<file path="src/rtl/inst_fetch_pkg.sv">
// -----------------------------------------------------------------------------
// inst_fetch_pkg
// Shared definitions for the instruction-fetch stage.
//   InstAddrBus / InstBus : default PC and instruction widths
//   ZeroWord              : all-zero instruction word
//   Enable / Disable      : single-bit control levels
//   fetch_state_e         : fetch FSM encoding (2 bits)
//   pc_sel_e              : next-PC source selector
// -----------------------------------------------------------------------------
package inst_fetch_pkg;

  localparam int InstAddrBus = 32;
  localparam int InstBus     = 32;

  localparam logic [InstBus-1:0] ZeroWord = '0;
  localparam logic Enable  = 1'b1;
  localparam logic Disable = 1'b0;

  typedef enum logic [1:0] {
    FETCH_IDLE = 2'd0,
    FETCH_REQ  = 2'd1,
    FETCH_WAIT = 2'd2,
    FETCH_HOLD = 2'd3
  } fetch_state_e;

  typedef enum logic [1:0] {
    PC_SEL_HOLD   = 2'd0,  // keep current pc
    PC_SEL_INC    = 2'd1,  // sequential pc + PC_STEP
    PC_SEL_TARGET = 2'd2,  // redirect target presented this cycle
    PC_SEL_PEND   = 2'd3   // redirect target latched while a request was pending
  } pc_sel_e;

endpackage

</file>
<file path="src/rtl/inst_fetch_if.sv">
// -----------------------------------------------------------------------------
// inst_fetch_if
// Request/response bus between the fetch stage and instruction memory.
//   rom_req_o    : fetch request (fetch -> memory)
//   rom_addr_o   : fetch address, stable until granted (fetch -> memory)
//   rom_gnt_i    : request accepted this cycle (memory -> fetch)
//   rom_rvalid_i : read data valid, one per grant (memory -> fetch)
//   rom_rdata_i  : instruction word (memory -> fetch)
// Modports: master = fetch stage, slave = instruction memory.
// -----------------------------------------------------------------------------
interface inst_fetch_if #(
  parameter int ADDR_W = 32,
  parameter int DATA_W = 32
) ();

  logic              rom_req_o;
  logic [ADDR_W-1:0] rom_addr_o;
  logic              rom_gnt_i;
  logic              rom_rvalid_i;
  logic [DATA_W-1:0] rom_rdata_i;

  modport master (
    output rom_req_o,
    output rom_addr_o,
    input  rom_gnt_i,
    input  rom_rvalid_i,
    input  rom_rdata_i
  );

  modport slave (
    input  rom_req_o,
    input  rom_addr_o,
    output rom_gnt_i,
    output rom_rvalid_i,
    output rom_rdata_i
  );

endinterface

</file>
<file path="src/rtl/inst_fetch_pc_next_sel.sv">
// -----------------------------------------------------------------------------
// inst_fetch_pc_next_sel
// Combinational next-PC selection for the fetch stage.
//   i_sel         : source select (hold / increment / target / pending target)
//   i_pc          : current program counter
//   i_target      : redirect target presented this cycle
//   i_pend_target : redirect target latched earlier
//   o_pc_next     : selected next program counter
// The increment wraps modulo 2^ADDR_W.
// -----------------------------------------------------------------------------
module inst_fetch_pc_next_sel
  import inst_fetch_pkg::*;
#(
  parameter int ADDR_W  = InstAddrBus,
  parameter int PC_STEP = 4
) (
  input  pc_sel_e           i_sel,
  input  logic [ADDR_W-1:0] i_pc,
  input  logic [ADDR_W-1:0] i_target,
  input  logic [ADDR_W-1:0] i_pend_target,
  output logic [ADDR_W-1:0] o_pc_next
);

  always_comb begin
    o_pc_next = i_pc;
    case (i_sel)
      PC_SEL_INC:    o_pc_next = i_pc + ADDR_W'(PC_STEP);
      PC_SEL_TARGET: o_pc_next = i_target;
      PC_SEL_PEND:   o_pc_next = i_pend_target;
      default:       o_pc_next = i_pc;
    endcase
  end

endmodule

</file>
<file path="src/rtl/inst_fetch.sv">
// -----------------------------------------------------------------------------
// inst_fetch
// Instruction-fetch stage: owns the PC, issues one outstanding request at a
// time to instruction memory and presents the fetched word to IF/ID.
//   clk             : clock, all state changes on posedge
//   rst             : asynchronous active-low reset
//   stall_i         : downstream cannot accept; gates leaving HOLD only
//   branch_flag_i   : single-cycle redirect request
//   branch_target_i : redirect target
//   rom             : memory request/response bus (master side)
//   if_pc_o         : PC of presented instruction
//   if_inst_o       : presented instruction
//   if_valid_o      : if_pc_o / if_inst_o hold a real instruction
// -----------------------------------------------------------------------------
module inst_fetch
  import inst_fetch_pkg::*;
#(
  parameter int                ADDR_W   = InstAddrBus,
  parameter int                DATA_W   = InstBus,
  parameter logic [ADDR_W-1:0] RESET_PC = '0,
  parameter int                PC_STEP  = 4
) (
  input  logic              clk,
  input  logic              rst,
  input  logic              stall_i,
  input  logic              branch_flag_i,
  input  logic [ADDR_W-1:0] branch_target_i,
  inst_fetch_if.master      rom,
  output logic [ADDR_W-1:0] if_pc_o,
  output logic [DATA_W-1:0] if_inst_o,
  output logic              if_valid_o
);

  fetch_state_e      r_state;
  logic [ADDR_W-1:0] r_pc;
  logic              r_discard;      // next response belongs to a squashed fetch
  logic              r_pend;         // redirect seen while request not yet granted
  logic [ADDR_W-1:0] r_pend_target;
  logic [ADDR_W-1:0] r_if_pc;
  logic [DATA_W-1:0] r_if_inst;
  logic              r_if_valid;

  fetch_state_e      w_state_next;
  pc_sel_e           w_pc_sel;
  logic [ADDR_W-1:0] w_pc_next;
  logic              w_discard_next;
  logic              w_pend_next;
  logic [ADDR_W-1:0] w_pend_target_next;
  logic [ADDR_W-1:0] w_if_pc_next;
  logic [DATA_W-1:0] w_if_inst_next;
  logic              w_if_valid_next;

  inst_fetch_pc_next_sel #(
    .ADDR_W  (ADDR_W),
    .PC_STEP (PC_STEP)
  ) u_pc_next_sel (
    .i_sel         (w_pc_sel),
    .i_pc          (r_pc),
    .i_target      (branch_target_i),
    .i_pend_target (r_pend_target),
    .o_pc_next     (w_pc_next)
  );

  // State and datapath registers.
  always_ff @(posedge clk or negedge rst) begin
    if (!rst) begin
      r_state       <= FETCH_IDLE;
      r_pc          <= RESET_PC;
      r_discard     <= Disable;
      r_pend        <= Disable;
      r_pend_target <= '0;
      r_if_pc       <= '0;
      r_if_inst     <= '0;
      r_if_valid    <= Disable;
    end else begin
      r_state       <= w_state_next;
      r_pc          <= w_pc_next;
      r_discard     <= w_discard_next;
      r_pend        <= w_pend_next;
      r_pend_target <= w_pend_target_next;
      r_if_pc       <= w_if_pc_next;
      r_if_inst     <= w_if_inst_next;
      r_if_valid    <= w_if_valid_next;
    end
  end

  // Next-state and datapath selection.
  always_comb begin
    w_state_next       = r_state;
    w_pc_sel           = PC_SEL_HOLD;
    w_discard_next     = r_discard;
    w_pend_next        = r_pend;
    w_pend_target_next = r_pend_target;
    w_if_pc_next       = r_if_pc;
    w_if_inst_next     = r_if_inst;
    w_if_valid_next    = r_if_valid;

    case (r_state)
      FETCH_IDLE: begin
        w_state_next = FETCH_REQ;
        if (branch_flag_i) begin
          w_pc_sel        = PC_SEL_TARGET;
          w_if_valid_next = Disable;
        end
      end

      FETCH_REQ: begin
        if (rom.rom_gnt_i) begin
          w_state_next = FETCH_WAIT;
          w_pend_next  = Disable;
          // The granted address is already stale if a redirect arrived; its
          // response must be dropped and the target fetched afterwards.
          if (branch_flag_i) begin
            w_discard_next = Enable;
            w_pc_sel       = PC_SEL_TARGET;
          end else if (r_pend) begin
            w_discard_next = Enable;
            w_pc_sel       = PC_SEL_PEND;
          end
        end else if (branch_flag_i) begin
          // Address must stay stable until granted, so park the target.
          w_pend_next        = Enable;
          w_pend_target_next = branch_target_i;
        end
      end

      FETCH_WAIT: begin
        if (branch_flag_i) begin
          w_pc_sel        = PC_SEL_TARGET;
          w_if_valid_next = Disable;
          if (rom.rom_rvalid_i) begin
            // Response arrives with the redirect: drop it and refetch now.
            w_discard_next = Disable;
            w_state_next   = FETCH_REQ;
          end else begin
            w_discard_next = Enable;
          end
        end else if (rom.rom_rvalid_i) begin
          w_discard_next = Disable;
          if (r_discard) begin
            w_state_next = FETCH_REQ;
          end else begin
            w_if_pc_next    = r_pc;
            w_if_inst_next  = rom.rom_rdata_i;
            w_if_valid_next = Enable;
            w_pc_sel        = PC_SEL_INC;
            w_state_next    = FETCH_HOLD;
          end
        end
      end

      FETCH_HOLD: begin
        if (branch_flag_i) begin
          w_pc_sel        = PC_SEL_TARGET;
          w_if_valid_next = Disable;
          w_state_next    = FETCH_REQ;
        end else if (!stall_i) begin
          w_if_valid_next = Disable;
          w_state_next    = FETCH_REQ;
        end
      end

      default: w_state_next = FETCH_IDLE;
    endcase
  end

  // Bus outputs decoded from state.
  always_comb begin
    rom.rom_req_o  = Disable;
    rom.rom_addr_o = '0;
    if (r_state == FETCH_REQ) begin
      rom.rom_req_o  = Enable;
      rom.rom_addr_o = r_pc;
    end
  end

  assign if_pc_o    = r_if_pc;
  assign if_inst_o  = r_if_inst;
  assign if_valid_o = r_if_valid;

endmodule

</file>
<file path="src/flat_wrapper.sv">
// flat-port wrapper written by rule: the top's interface ports become plain ports
module inst_fetch_flat import inst_fetch_pkg::*;
#(
  parameter int                ADDR_W   = InstAddrBus,
  parameter int                DATA_W   = InstBus,
  parameter logic [ADDR_W-1:0] RESET_PC = '0,
  parameter int                PC_STEP  = 4
)
  (clk, rst, stall_i, branch_flag_i, branch_target_i, if_pc_o, if_inst_o, if_valid_o, rom_rom_req_o, rom_rom_addr_o, rom_rom_gnt_i, rom_rom_rvalid_i, rom_rom_rdata_i);
  inst_fetch_if #(.ADDR_W(ADDR_W), .DATA_W(DATA_W)) rom_i ();
  input  logic clk;
  input  logic rst;
  input  logic stall_i;
  input  logic branch_flag_i;
  input  logic [ADDR_W-1:0] branch_target_i;
  output logic [ADDR_W-1:0] if_pc_o;
  output logic [DATA_W-1:0] if_inst_o;
  output logic if_valid_o;
  output wire logic [$bits(rom_i.rom_req_o)-1:0] rom_rom_req_o;
  output wire logic [$bits(rom_i.rom_addr_o)-1:0] rom_rom_addr_o;
  input wire logic [$bits(rom_i.rom_gnt_i)-1:0] rom_rom_gnt_i;
  input wire logic [$bits(rom_i.rom_rvalid_i)-1:0] rom_rom_rvalid_i;
  input wire logic [$bits(rom_i.rom_rdata_i)-1:0] rom_rom_rdata_i;
  assign rom_rom_req_o = rom_i.rom_req_o;
  assign rom_rom_addr_o = rom_i.rom_addr_o;
  assign rom_i.rom_gnt_i = rom_rom_gnt_i;
  assign rom_i.rom_rvalid_i = rom_rom_rvalid_i;
  assign rom_i.rom_rdata_i = rom_rom_rdata_i;
  inst_fetch #(.ADDR_W(ADDR_W), .DATA_W(DATA_W), .RESET_PC(RESET_PC), .PC_STEP(PC_STEP)) u_core (.clk(clk), .rst(rst), .stall_i(stall_i), .branch_flag_i(branch_flag_i), .branch_target_i(branch_target_i), .rom(rom_i), .if_pc_o(if_pc_o), .if_inst_o(if_inst_o), .if_valid_o(if_valid_o));
endmodule
</file>
<file path="config.mk">
export PLATFORM = sky130hd
export DESIGN_NAME = inst_fetch_flat
export DESIGN_NICKNAME = d
export VERILOG_FILES = /design/src/rtl/inst_fetch_pkg.sv /design/src/rtl/inst_fetch_if.sv /design/src/rtl/inst_fetch_pc_next_sel.sv /design/src/rtl/inst_fetch.sv /design/src/flat_wrapper.sv
export SDC_FILE = /design/constraint.sdc
export NUM_CORES = 1
export LEC_CHECK = 0
export BUFFER_PORTS_ARGS = -buffer_cell sky130_fd_sc_hd__buf_2
export CAP_MARGIN = 20
export CORE_MARGIN = 5
export CORE_UTILIZATION = 58
export DETAILED_ROUTE_END_ITERATION = 10
export PLACE_DENSITY = 0.9
export SLEW_MARGIN = 0
export SYNTH_ARGS = -nofsm -noshare
export SYNTH_HDL_FRONTEND = slang
export SYNTH_SLANG_ARGS = --single-unit
</file>
<file path="constraint.sdc">
create_clock -name clk -period 6.73 [get_ports clk]
set_clock_uncertainty 0.15 [all_clocks]
set_input_delay 0.673 -clock clk [delete_from_list [all_inputs] [get_ports clk]]
set_output_delay 0.673 -clock clk [all_outputs]
set_load 0.01 [all_outputs]
</file>
==> impl_results.md, run 1 <==
* Result of the run: complete, no violations
* Ratio of cells with drive above 1 in the final layout at 28.9%
* Final weighted congestion in routability-driven placement at 0.910
* Total global routing overflow at 0
* Setup TNS at 0 ps
* Highest metal used: met4
* Number of top-level pins at 168
* Peak VDD IR at 242 uV
* Met3 wire length at 1900 um
* Number of cells in the design after placement at 985
* Hold Worst Slack at 83.3 ps
* Die width at 117 um
* Post-DR wirelength/cell at 19.1 um
* Seq/Total Area, Yosys at 50.6%
* H-Tree Level Count at 4
* Switching share of power at 39.9%
* Initial antenna violation count at 0
* Tcrit/Tclk final at 43.0%
* Reported max-cap violation count at 0
* Share of the synthesized area in the top cell type at 50.6%
* Die extent in y at 117 um
* Antenna cell count at 0
* Least setup slack across all paths after layout at 3830 ps
* Count of pins over their slew limit at 0
* Area after detailed placement at 7490 um2
* Time the worst path needs with I/O delays and setup at 2900 ps
* Global-route usage over all layers at 29.1%
* Synthesized instance count at 715
* CTS tree: done
* Critical Path End Type: register
* Most common cell after layout, fill and taps aside: nand2_1
* Sum of internal, switching and leakage power at 3.84 mW
* Worst slack at placement at 3780 ps
* Cells along the critical path: inv_1 > ha_1 > nand4bb_4 > o21ai_1 > nor2_1 > a21oi_1 > a2bb2oi_1
* Master cell of the clock root buffer: clkbuf_16
* Switching power at 1.53 mW
* Launching element type of the critical path: register
* Length of routed met2 wiring at 9480 um
* Type of the setup path with the least slack: register to register
* Static power due to leakage at 4.17 nW
* Final cell area excluding filler cells at 8090 um2
* Commonest cells after routing, fill and taps aside: nand2_1 (220), buf_2 (166), dfrtp_1 (133), and2_1 (33), mux2_2 (32)
* Slew Limit Headroom at 39.3%
* Summed instance area of the synthesized netlist at 6580 um2
* TritonCTS buffer count at 17
* Cell with the largest stage delay on the worst path: o21ai_1
* Worst hold path type: input port to asynchronous set/reset pin
* Worst skew pair latency at 420 ps
* Sink Count at 133
* Total number of vias at 6,243
* Deepest clock path buffer count at 2
* Endpoints failing setup at 0
* Die ar. at 13,600 um2
* FMAX at 345 MHz
* Sequential share of power at 38.6%
* Post-Route Utilization at 73.7%
* Top cell type by total area after synthesis: dfrtp_1
* Arrival time worst endpoint at 3070 ps
* Average cell area after synthesis at 9.20 um2
* Synth warnings at 0
* Number of optimization iterations in the first detailed-route pass at 5
* Antenna violation net count after detailed routing at 0
* Distinct cell type count of the synthesized netlist at 67
* Maximum single-stage delay on the critical path at 740 ps
* Relative contribution of the clock network to total power at 24.0%
* Cells resized by post-CTS repair at 0
* Cell internal power dissipation at 2.31 mW
* # rows at 38
* Number of enable flip-flop cells after synthesis at 0
* Post-CTS clock slew at the launch and capture registers of the worst setup and hold paths at 60 ps
* Primary flip-flop cell chosen by synthesis mapping: dfrtp_1
* Critical Path RT at 6900 ps
* Initial cell density of the core at 59.9%
* Pwr per Cell Area at 475 nW/um2
* Share of flip-flops with an asynchronous set or reset at 100%
* Via count of the first global-routing pass at 6,197
* Leading cell types by total area after synthesis: dfrtp_1 (51%), nand2_1 (13%), mux2_2 (5.5%)
* First-pass GRT wire length at 30,700 um
* RSZ-0062 raised after global routing: false
* Transition time at the pin with the least slew margin at 904 ps
* Std-Cell Core Area at 11,000 um2
* Yosys reg bits at 133
* Post-Route WL at 19,400 um
* CP Max Fanout at 12
* Combinational fraction of design power at 37.4%
* Pin count of the biggest net entering global routing at 73
* Routed metal-1 wire length at 7380 um
* Number of port buffers at 167
* Detailed Route Iter0 Violations at 595
* Non-filler instance count after layout at 1,018
* Layout area overhead at 22.9%
* Post-route DRC at 0
* Cts hold-fix bufs at 0
* Dpl hpwl at 12,400 um
* Per-cell via count in the routed design at 6.13
* Setup Buffers After CTS at 0
* Nets in the synthesized netlist at 791
* Hold violation count in the final report at 0
* Final net count at 941
final timing paths:
| check | from | endpoint | slack (ps) | depth (start not counted) |
|---|---|---|---|---|
| worst max-delay path | u_core.r_state[0]$_DFFE_PN0P_ | u_core.r_pc[8]$_DFFE_PN0P_ | 3830 | 7 |
| worst min-delay path | rst | u_core.if_pc_o[5]$_DFFE_PN0P_ | 80 | 1 |
| worst max register to register | u_core.r_state[0]$_DFFE_PN0P_ | u_core.r_pc[8]$_DFFE_PN0P_ | 3830 | 7 |
| worst min register to register | u_core.if_inst_o[9]$_DFFE_PN0P_ | u_core.if_inst_o[9]$_DFFE_PN0P_ | 320 | 2 |
| max in group asynchronous | rst | u_core.r_pc[30]$_DFFE_PN0P_ | 5040 | 2 |
| min in group clk | rom_rom_rdata_i[24] | u_core.if_inst_o[24]$_DFFE_PN0P_ | 290 | 3 |
sequential cells by signal, summed over array words and instances, names as in the netlist:
signal                cells
u_core.if_inst_o         32
u_core.if_pc_o           32
u_core.r_pc              32
u_core.r_pend_target     32
u_core.r_state            2
u_core.if_valid_o         1
u_core.r_discard          1
u_core.r_pend             1
layer usage:
metal  global-route usage, %  up-vias
met5                       0        -
met4                    13.9        0
met3                    7.93       75
met2                    46.7      406
met1                    36.6     2987
li1                        -     2775
cells in the mapped netlist (3+ instances only):
cell type and number:
a21oi_1 23, a221oi_1 6, a22oi_1 6, a311oi_1 3, a31oi_1 9, a41o_1 3
and2_1 33, and3_1 5, and4_1 4, buf_1 4, buf_2 18, clkbuf_1 21
dfrtp_1 133, ha_1 6, inv_1 10, mux2_2 32, nand2_1 220, nand2b_1 3
nand3_1 24, nand4_1 7, nor2_1 28, nor3_1 8, o211ai_1 3, o21a_1 3
o21ai_0 27, o21ai_1 7, o221ai_1 3, o22a_1 3, o22ai_1 6, o31ai_1 3
or3_1 3
layout make-up:
type	instances	area, um2
multi-input combinational	526	3040
clock buffer	19	443
sequential	133	3330
timing repair buffer	177	917
clock inverter	13	146
fill	778	2890
inverter	10	37.5
tap	140	175
power groups by stage:
stage	Clock, mW	Sequential, mW	Combinational, mW
2_1_floorplan	0	1.42	0.900
3_3_place_gp	0	1.45	1.36
3_5_place_dp	0	1.47	1.41
4_1_cts	0.927	1.46	1.43
5_1_grt	0.966	1.52	1.57
6_report	0.922	1.48	1.44
worst max-delay path: cells and delay by family (launching register included):
kind                       cells  cell delay, ps
AOI/OAI and AO/OA              3            1190
adders and majority gates      1             370
buffers and inverters          1             110
DFF                            1             430
and+or+nand+nor                2             550
cell families after synthesis:
group / count (synthesis) / synth area share (%)
compound gates: 128 / 13.1
xor+xnor: 3 / 0.399
fa+ha+maj: 6 / 1.14
buf+inv: 56 / 3.67
flops: 133 / 50.6
mux: 33 / 5.63
simple gates: 356 / 25.4
Note: power is estimated with default switching activity, not from simulation.
==> run 2: changes to the inputs <==
ABC_AREA = 1   (was default)
CORE_UTILIZATION = 54   (was 58)
PLACE_DENSITY = 0.85   (was 0.9)
clock period = 2.8 ns   (was 6.73 ns; I/O delays follow)
==> impl_results.md, run 2 <==
* Result of the run: complete, no violations
* Sum of internal, switching and leakage power at 10.0 mW (+160%)
* Distinct cell type count of the synthesized netlist at 29 (-57%)
* Number of port buffers at 167 (unchanged)
* Commonest cells after routing, fill and taps aside: nand2_1 (234), buf_2 (166), dfrtp_1 (133), inv_1 (107), o21ai_0 (62)
* Primary flip-flop cell chosen by synthesis mapping: dfrtp_1
* Final net count at 1,128 (+20%)
* Endpoints failing setup at 0 (unchanged)
* Worst skew pair latency at 420 ps (about the same)
* Post-CTS clock slew at the launch and capture registers of the worst setup and hold paths at 70 ps (about the same)
* Filler Cells Inserted at 931 (+20%)
* Top cell type by total area after synthesis: dfrtp_1
* Sequential share of power at 35.0% (-3.6 points)
* Total global routing overflow at 0 (unchanged)
* Static power due to leakage at 4.95 nW (+19%)
* Critical Path End Type: register
* Most common cell after layout, fill and taps aside: nand2_1
* Area after detailed placement at 7810 um2 (+4.3%)
* Tcrit/Tclk final at 83.4% (+40 points)
* Yosys reg bits at 133 (unchanged)
* Switching power at 4.40 mW (+190%)
* Leading cell types by total area after synthesis: dfrtp_1 (49%), nand2_1 (13%), mux2_2 (7.4%)
* Summed instance area of the synthesized netlist at 6830 um2 (+3.9%)
* Pwr per Cell Area at 1130 nW/um2 (+140%)
* Time the worst path needs with I/O delays and setup at 2340 ps (-560 ps)
* Cell internal power dissipation at 5.64 mW (+140%)
* Initial antenna violation count at 0 (unchanged)
* Die extent in y at 122 um (+5.1%)
* Critical Path RT at 2990 ps (-3910 ps)
* Ratio of cells with drive above 1 in the final layout at 27.8% (-1.1 points)
* Synthesized instance count at 841 (+18%)
* Cell with the largest stage delay on the worst path: inv_2
* Cells resized by post-CTS repair at 0 (unchanged)
* Cell with the most instances after synthesis: nand2_1
* CP Max Fanout at 29 (+17)
* Setup Buffers After CTS at 0 (unchanged)
* Cts hold-fix bufs at 50 (+50)
* Compound-gate portion of the synthesized area at 11.2% (-1.9 points)
* Number of top-level pins at 168 (unchanged)
* Post-route DRC at 0 (unchanged)
* Hold violation count in the final report at 0 (unchanged)
* Transition time at the pin with the least slew margin at 697 ps (-207 ps)
* Share of synthesized cell area in and, or, nand and nor gates at 22.0% (-3.4 points)
* Antenna violation net count after detailed routing at 0 (unchanged)
* Antenna cell count at 0 (unchanged)
* Setup TNS at 0 ps (unchanged)
* Seq/Total Area, Yosys at 48.7% (-1.9 points)
* Die ar. at 15,000 um2 (+11%)
* H-Tree Level Count at 4 (unchanged)
* Synth warnings at 0 (unchanged)
* FMAX at 428 MHz (+24%)
* Layout area overhead at 29.8%
* Share of the synthesized area in the top cell type at 48.7% (-1.9 points)
* Worst hold path type: input port to register
* Dpl hpwl at 13,400 um (+8.0%)
* Nets in the synthesized netlist at 917 (+16%)
* Multiplexer share of the synthesized area at 7.41% (+1.8 points)
* # rows at 41 (+7.9%)
* First-pass GRT wire length at 31,400 um (+2.1%)
* Type of the setup path with the least slack: register to register
* Master cell of the clock root buffer: clkbuf_16
* Final cell area excluding filler cells at 8870 um2 (+9.7%)
* Arrival time worst endpoint at 2530 ps (-540 ps)
* Number of cells in the design after placement at 1,155 (+17%)
* Cells along the critical path: inv_1 > ha_1 > nand2_1 > nand3_1 > nand2_2 > nor2_4 > inv_2 > nor2_1 > a31oi_1
* Reported max-cap violation count at 0 (unchanged)
* Post-DR wirelength/cell at 16.1 um (-15%)
* Deepest clock path buffer count at 2 (unchanged)
* CTS tree: done
* Peak VDD IR at 491 uV (+100%)
* Number of enable flip-flop cells after synthesis at 0 (unchanged)
* Std-Cell Core Area at 12,500 um2 (+14%)
* Non-filler instance count after layout at 1,237 (+22%)
* TritonCTS buffer count at 17 (unchanged)
* Maximum single-stage delay on the critical path at 450 ps (-290 ps)
* Per-cell via count in the routed design at 5.25 (-14%)
* Number of optimization iterations in the first detailed-route pass at 6 (+1)
* Detailed Route Iter0 Violations at 783 (+32%)
* Average cell area after synthesis at 8.13 um2 (-12%)
* Post-synthesis adder-cell area fraction at 1.10% (-0.042 points)
* Combinational fraction of design power at 43.8% (+6.4 points)
* Post-Synth XOR/XNOR Area at 0.513% (+0.11 points)
* Combinational family with the most area after synthesis: simple AND/OR/NAND/NOR gates
* Relative contribution of the clock network to total power at 21.2% (-2.8 points)
* Sink Count at 133 (unchanged)
* Post-Route WL at 19,900 um (+2.7%)
* Final weighted congestion in routability-driven placement at 0.911 (+0.13%)
* Total number of vias at 6,498 (+4.1%)
* Initial cell density of the core at 54.6% (-5.3 points)
* Slew Limit Headroom at 53.5% (+14 points)
* RSZ-0062 raised after global routing: false
* Die width at 122 um (+5.1%)
* Launching element type of the critical path: register
* Most used standard cells in the synthesized netlist: nand2_1 (235), dfrtp_1 (133), inv_1 (107), o21ai_0 (62), nor2_1 (61)
* Via count of the first global-routing pass at 6,206 (+0.15%)
* Switching share of power at 43.9% (+4.0 points)
* Share of flip-flops with an asynchronous set or reset at 100% (unchanged)
* Pin count of the biggest net entering global routing at 134 (+84%)
* Count of pins over their slew limit at 0 (unchanged)
* Global-route usage over all layers at 26.9% (-2.1 points)
run 2: logic make-up (layout without fill, tap and decap cells):
kind of cell / after synthesis / count (layout)
AO/OA/AOI/OAI: 144 / 144
XOR/XNOR: 4 / 4
adder cells (fa/ha/maj): 6 / 6
buffers and inverters: 150 / 374
flip-flops: 133 / 133
multiplexers: 45 / 45
AND/OR/NAND/NOR: 359 / 359
run 2: through the flow:
stage / hold WS, ps / worst slack (ps) / util (%)
CTS: 0.499 / 484 / 70.9
detailed placement: 303 / 499 / 62.4
global placement: 302 / 593 / 62.4
global route: 11.0 / 303 / 70.9
finish: 0.428 / 463 / 70.9
floorplan: -166 / 934 / -
run 2: routing by layer:
layer / global-route usage (%) / share of wire (%) / wire, um / vias up
li1: - / - / - / 3092
met1: 34.6 / 41 / 8190 / 3039
met2: 43.6 / 46 / 9230 / 317
met3: 6.59 / 9.5 / 1890 / 50
met4: 11.3 / 3.1 / 625 / 0
met5: 0 / 0 / 0 / -
run 2: cell type report:
cell class	instances	area [um2]	area share, %
flip-flops and latches	133	3330	37.5
multi-input cells	558	2900	32.6
clock buffers	17	425	4.79
clock inverters	15	136	1.54
inverters	115	434	4.89
well taps	172	215	2.43
repair buffers	227	1440	16.2
run 2: final timing paths:
kind / from / endpoint / slack (ps) / depth (start not counted)
hold / removal: branch_target_i[14] / u_core.r_pend_target[14]$_DFFE_PN0P_ / 0.4 / 3
setup / recovery: u_core.r_state[0]$_DFFE_PN0P_ / u_core.r_pc[3]$_DFFE_PN0P_ / 460 / 9
setup reg to reg: u_core.r_state[0]$_DFFE_PN0P_ / u_core.r_pc[3]$_DFFE_PN0P_ / 460 / 9
min in group asynchronous: rst / u_core.if_inst_o[10]$_DFFE_PN0P_ / 380 / 3
hold reg to reg: u_core.if_pc_o[2]$_DFFE_PN0P_ / u_core.if_pc_o[2]$_DFFE_PN0P_ / 330 / 2
max in group asynchronous: rst / u_core.r_pc[7]$_DFFE_PN0P_ / 1620 / 3
run 2: critical path: cells and delay by family, from the launching register on:
family	cells	cell delay [ps]
DFF	1	390
buffers and inverters	2	540
adders and majority gates	1	340
and+or+nand+nor	5	670
AOI/OAI and AO/OA	1	150
run 2: power groups by stage:
stage                     clock (mW)  sequential, mW  combinational, mW
after floorplan                    0            3.51               2.69
after detailed placement           0            3.48               4.25
final                           2.13            3.51               4.40
after CTS                       2.14            3.45               4.34
after global routing            2.24            3.60               4.90
after global placement             0            3.44               4.14
